### config.mk
export PLATFORM = sky130hd
export DESIGN_NAME = ten_bit_serializer
export DESIGN_NICKNAME = d
export VERILOG_FILES = /design/src/rtl/eight_ten_pkg.sv /design/src/rtl/ten_bit_serializer.sv
export SDC_FILE = /design/constraint.sdc
export NUM_CORES = 1
export LEC_CHECK = 0
export ABC_AREA = 1
export CAP_MARGIN = 20
export CORE_ASPECT_RATIO = 0.6
export CORE_MARGIN = 4
export CORE_UTILIZATION = 30
export DETAILED_ROUTE_END_ITERATION = 16
export PLACE_DENSITY = 0.51
export SYNTH_ARGS = -nofsm -noshare
export SYNTH_HDL_FRONTEND = slang
export SYNTH_SLANG_ARGS = --single-unit
export TNS_END_PERCENT = 5
### constraint.sdc
create_clock -name i_CLK -period 2.2 [get_ports i_CLK]
set_clock_uncertainty 0.1 [all_clocks]
set_input_delay 0.33 -clock i_CLK [delete_from_list [all_inputs] [get_ports i_CLK]]
set_output_delay 0.33 -clock i_CLK [all_outputs]
set_load 0.005 [all_outputs]
### src/rtl/eight_ten_pkg.sv
// Shared 8b/10b constants used by the encoder, serializer and the future decoder path.
package eight_ten_pkg;

    localparam int unsigned SYMBOL_W = 10;

    // K28.5 comma in both running-disparity forms, {abcdei,fghj}
    localparam logic [SYMBOL_W-1:0] K28_5_RDN = 10'b0011111010;
    localparam logic [SYMBOL_W-1:0] K28_5_RDP = 10'b1100000101;

endpackage

### src/rtl/ten_bit_serializer.sv
// Parallel-in/serial-out stage for 8b/10b symbols: bit 9 first, one-entry hold buffer,
// and IDLE_SYMBOL fill with an underrun flag when no symbol is available at a boundary.
module ten_bit_serializer #(
    parameter int unsigned          SYMBOL_W    = eight_ten_pkg::SYMBOL_W,
    parameter logic [SYMBOL_W-1:0]  IDLE_SYMBOL = eight_ten_pkg::K28_5_RDN
) (
    input  logic                i_CLK,
    input  logic                i_RST_N,
    input  logic [SYMBOL_W-1:0] i_SYMBOL,
    input  logic                i_VALID,
    output logic                o_READY,
    output logic                o_SERIAL,
    output logic                o_SYMBOL_START,
    output logic                o_IDLE,
    output logic                o_UNDERRUN
);

    localparam logic [3:0] CntLast = 4'(SYMBOL_W - 1);

    logic [SYMBOL_W-1:0] shift_q, shift_d;
    logic [SYMBOL_W-1:0] hold_q, hold_d;
    logic [3:0]          cnt_q, cnt_d;
    logic                hold_v_q, hold_v_d;
    logic                idle_q, idle_d;
    logic                underrun_q, underrun_d;
    logic                at_boundary;
    logic                xfer;

    assign at_boundary = (cnt_q == CntLast);
    // The hold slot only frees up at a boundary, so a held symbol is never overwritten.
    assign o_READY     = i_RST_N & (~hold_v_q | at_boundary);
    assign xfer        = i_VALID & o_READY;

    always_comb begin
        shift_d    = shift_q;
        hold_d     = hold_q;
        cnt_d      = cnt_q;
        hold_v_d   = hold_v_q;
        idle_d     = idle_q;
        underrun_d = 1'b0;

        if (at_boundary) begin
            cnt_d = 4'd0;
            if (hold_v_q) begin
                shift_d  = hold_q;
                idle_d   = 1'b0;
                hold_v_d = xfer;
                if (xfer) begin
                    hold_d = i_SYMBOL;
                end
            end else if (xfer) begin
                // Bypass the hold slot so a symbol arriving on time costs no extra latency
                shift_d = i_SYMBOL;
                idle_d  = 1'b0;
            end else begin
                shift_d    = IDLE_SYMBOL;
                idle_d     = 1'b1;
                underrun_d = 1'b1;
            end
        end else begin
            shift_d = {shift_q[SYMBOL_W-2:0], 1'b0};
            cnt_d   = cnt_q + 4'd1;
            if (xfer) begin
                hold_d   = i_SYMBOL;
                hold_v_d = 1'b1;
            end
        end
    end

    always_ff @(posedge i_CLK) begin
        if (!i_RST_N) begin
            shift_q    <= IDLE_SYMBOL;
            hold_q     <= '0;
            cnt_q      <= 4'd0;
            hold_v_q   <= 1'b0;
            idle_q     <= 1'b1;
            underrun_q <= 1'b0;
        end else begin
            shift_q    <= shift_d;
            hold_q     <= hold_d;
            cnt_q      <= cnt_d;
            hold_v_q   <= hold_v_d;
            idle_q     <= idle_d;
            underrun_q <= underrun_d;
        end
    end

    assign o_SERIAL       = shift_q[SYMBOL_W-1];
    assign o_SYMBOL_START = (cnt_q == 4'd0);
    assign o_IDLE         = idle_q;
    assign o_UNDERRUN     = underrun_q;

endmodule
---- After elaboration in Yosys (flattened, before gate mapping) ----
Cells that the tools add are included.
Widths: inputs -> output; s select.
storage, ports and cells
  register bits ........................... 27
  bits of input ports ..................... 13
operators by class
  add/subtract/negate cells ............... 1
  equal/unequal tests ..................... 2
  multiplexer cells ....................... 11
  bitwise logic cells ..................... 5
  reduce and logical (&&, ||, !) cells .... 4
operators by type and width
  cell                 number
  $mux 10              6
  $mux 1               5
  $add 4x1->4 const B  1
  $eq 4x4->1 const B   1
  $logic_not 4->1      1
  $and 1x1->1          2
  $ne 2x2->1 const B   1
  $not 1->1            2
  $reduce_and 2->1     1
  $reduce_bool 2->1    1
  $reduce_or 2->1      1
  $or 1x1->1           1

---- Depth between registers and ports, before layout ----
  word-level depth ........................ 7
  gate-level depth with buffers ........... 9
  depth with buffers taken out ............ 9

---- Worst setup path after synthesis ----
Ideal clock, no wire load.
  path type ............................... register -> register
  start point ............................. register cnt_q[0]
  end point ............................... register shift_q[4]
  setup time .............................. 0.118 ns
  arrival time ............................ 1.135 ns
  path slack .............................. 0.847 ns
  cell stages (with the launch flop) ...... 8
  buffers on the path ..................... 1
  period minus slack after synthesis ...... 1.353 ns
  cells stage by stage .................... dfxtp_1 ha_1 nand3_4 inv_2 nand2_2 buf_6 a21oi_1 a21oi_1
between the ends
  word-level cells in the longest chain between the ends .. 7
RTL lines
  what                    line                      RTL
  from (decl)             ten_bit_serializer.sv:22  logic [3:0] cnt_q, cnt_d;
  from (signal assigned)  ten_bit_serializer.sv:81  cnt_q <= cnt_d;
  $eq 4x4->1 (*)          ten_bit_serializer.sv:29  assign at_boundary = (cnt_q == CntLast);
  $or 1x1->1              ten_bit_serializer.sv:31  assign o_READY = i_RST_N & (~hold_v_q | at_boundary);
  $and 1x1->1             ten_bit_serializer.sv:31
  $and 1x1->1             ten_bit_serializer.sv:32  assign xfer = i_VALID & o_READY;
  $mux 10                 ten_bit_serializer.sv:51  end else if (xfer) begin
  $mux 10                 ten_bit_serializer.sv:44  if (hold_v_q) begin
  $mux 10 (*)             ten_bit_serializer.sv:42  if (at_boundary) begin
  to (signal assigned)    ten_bit_serializer.sv:79  shift_q <= shift_d;
  to (decl)               ten_bit_serializer.sv:20  logic [SYMBOL_W-1:0] shift_q, shift_d;
Mark *: on every way between the ends. The rest lies on a longest branch, timed or not.
A chain may end at the register's enable or synchronous reset.

---- Worst setup path in the final report ----
  start point ............................. register cnt_q[1]
  end point ............................... output port o_READY
between the ends
  word-level cells in the longest chain between the ends .. 3
RTL lines
  what         line                      RTL
  $eq 4x4->1   ten_bit_serializer.sv:29
  $or 1x1->1   ten_bit_serializer.sv:31
  $and 1x1->1  ten_bit_serializer.sv:31
  to (decl)    ten_bit_serializer.sv:11  output logic o_READY,
Every way passes these cells.

==> run metrics <==
Sink Count=27; CTS tree=done; crit path time final=2.09 ns; Post-synth ARST share=0; Post-Syn Instances=159; status=finished, final reports clean; peak supply drop=between 0.3 and 0.4 mV; Antenna Cells=0; Initial Util=0.326; sw power=approximately 0.00026 W; Die H=between 50 and 60 um; number of distinct library cells after synthesis=25; placer congestion estimate=slightly below 0.8; Worst Tran Pin Value=0.362 ns; Final nets=between 150 and 200; pwr dens=631 nW/um2; Clock H-tree levels=1; Worst setup EP type=primary output; vias in the first global route=960; Mapped Nets=175; max cap viols=0; fraction of layout cells with a size suffix above 1=0.156; num rows=17; clk slew on worst S/H paths=roughly 0.090 ns; routed wire length=2840 um; Mapped Area=approximately 1200 um2; Die W=approximately 91 um; Top FF cell, synth=dfxtp_1; Top Ports=18; maximum clock frequency=between 0.4 and 0.5 GHz; unrepaired setup endpoints after global routing=no; first-pass GRT wire length=~4700 um; critical path fanouts, max=4; Seq cells post-synth=27; pins over their slew limit=0; Worst Path Required=about 1.8 ns; switching part of the total=0.267; CTS Buf Count=3; combinational fraction of design power=0.157; Iter 0 DRT Violations=87; type of the most critical hold path=flip-flop to flip-flop; DRT Pass-1 Iters=4; Lkg Pwr=0.674 nW; syn_area_per_cell=just under 8 um2; area grow syn2layout=23.5%; post-route ant nets=0; Post-Route Setup TNS=0 ns; # DRC=0; Flop pwr share=0.548; clk_lat worst skew=around 0.28 ns; Final Hold Vio Count=0; detailed-route vias per instance=4.65; Clock Tree Buf Depth=2; Arr. time, crit path=roughly 1.7 ns; initial antenna violation count=0; IO buf count=17; Tot Pwr=slightly below 0.001 W; Ys Warns=0; Final Non-Filler Cells=between 200 and 250; Synth top area share=0.433; Die ar.=about 5300 um2; crit path launch type=flip-flop; Post-DP HPWL=roughly 2100 um; Slew headroom=0.758; final setup fails=0; DR WL/cell=approximately 13 um; pin count of the biggest net entering global routing=24; most area-hungry cell type in the Yosys netlist=dfxtp_1; all-layer global routing usage=0.112; top post-synthesis cells by area=dfxtp_1 (43%), nor2_1 (10%), a21oi_1 (6.0%); placed cells=219; Final period util=0.952; grt ovf=0; root buf cell=clkbuf_8; Pint=0.000714 W; register area share after synthesis=0.433; Clk pwr share=0.295; Post-synth EDFFs=0; via count=1052; Core Area=~3800 um2; Setup Crit Path Kind=flip-flop to primary output
==> power groups by stage <==
stage	Clock, W	Combinational [W]	Sequential [W]
after floorplan	0	0.0000939	0.000540
after global placement	0	0.000151	0.000544
after detailed placement	0	0.000152	0.000544
after CTS	0.000300	0.000153	0.000532
after global routing	0.000319	0.000174	0.000536
final	0.000287	0.000153	0.000533
==> final cells by class <==
cell class                      instances  area, um2
Fill cell                             401       2290
Multi-Input combinational cell        104        593
Clock buffer                            3       41.3
Tap cell                               47       58.8
Inverter                               20       77.6
Timing Repair Buffer                   24        223
Clock inverter                          1       7.51
Sequential cell                        27        542
==> worst max-delay path, cell delays in order (launching register included) <==
cell and delay [ns]:
dfxtp_1 0.34, inv_1 0.08, ha_1 0.19, nand3_4 0.12, a21oi_4 0.15, clkdlybuf4s50_1 0.52
==> layer usage <==
layer	track usage	wire length [um]
met1	0.170	1520
met2	0.153	1130
met3	0.0376	163
met4	0.0193	19
met5	0	0
==> synth_stat cells (3+ instances only) <==
cell type  instances
inv_1             15
o21ai_1            6
o31ai_2            4
nor2_1            34
nand2_1           16
buf_2              6
ha_1               3
inv_2              4
a21oi_1           15
a31oi_1            3
dfxtp_1           27
nand4_1           11
==> repair_timing <==
item / in CTS / in global routing
setup endpoints to repair: 0 / 1
gates resized for setup: 0 / 2
hold buffers: 0 / 0
setup buffers: 0 / 3
==> flip-flops by register name (all words and copies together) (netlist names) <==
register / count
hold_v_q: 1
o_UNDERRUN: 1
o_IDLE: 1
hold_q: 10
shift_q: 10
cnt_q: 4
==> worst paths after layout <==
| path | from | end | slack (ns) | cells past startpoint |
|---|---|---|---|---|
| setup reg to reg | cnt_q[1]$_SDFF_PP0_ | shift_q[8]$_SDFF_PN0_ | 0.53 | 8 |
| hold reg to reg | cnt_q[0]$_SDFF_PP0_ | cnt_q[0]$_SDFF_PP0_ | 0.36 | 1 |
| hold / removal | cnt_q[0]$_SDFF_PP0_ | cnt_q[0]$_SDFF_PP0_ | 0.36 | 1 |
| setup / recovery | cnt_q[1]$_SDFF_PP0_ | o_READY | 0.11 | 5 |
==> placed cells by master (no fill, tap or decap), drive strengths merged <==
master         instances
xnor2                  1
nor3                   1
nand3                  4
clkinvlp               1
a21oi                 16
dfxtp                 27
clkbuf                 3
nand2                 19
xor2                   1
inv                   20
nor2                  35
o21ai                  6
clkdlybuf4s50         17
nand4                 11
a31oi                  3
o31ai                  4
buf                    7
ha                     3
==> kinds of logic (layout without fill, tap and decap cells) <==
logic type                 count (synthesis)  in the layout  synth area share
DFF                                       27             27             0.433
adders and majority gates                  3              3            0.0301
and+or+nand+nor                           70             70             0.279
buffers and inverters                     28             48            0.0982
AOI/OAI and AO/OA                         29             29             0.146
xor gates and xnor gates                   2              2            0.0140
==> per-stage QoR <==
stage	cell area (um2)	hold WS [ns]	worst slack, ns	utilization
after floorplan	1250	0.315	0.847	-
after global placement	1460	0.322	0.269	0.382
after detailed placement	1460	0.345	0.240	0.382
after CTS	1510	0.365	0.00991	0.395
after global routing	1540	0.380	0.0229	0.403
final	1540	0.355	0.105	0.403
Power figures use the tool's default switching activity.
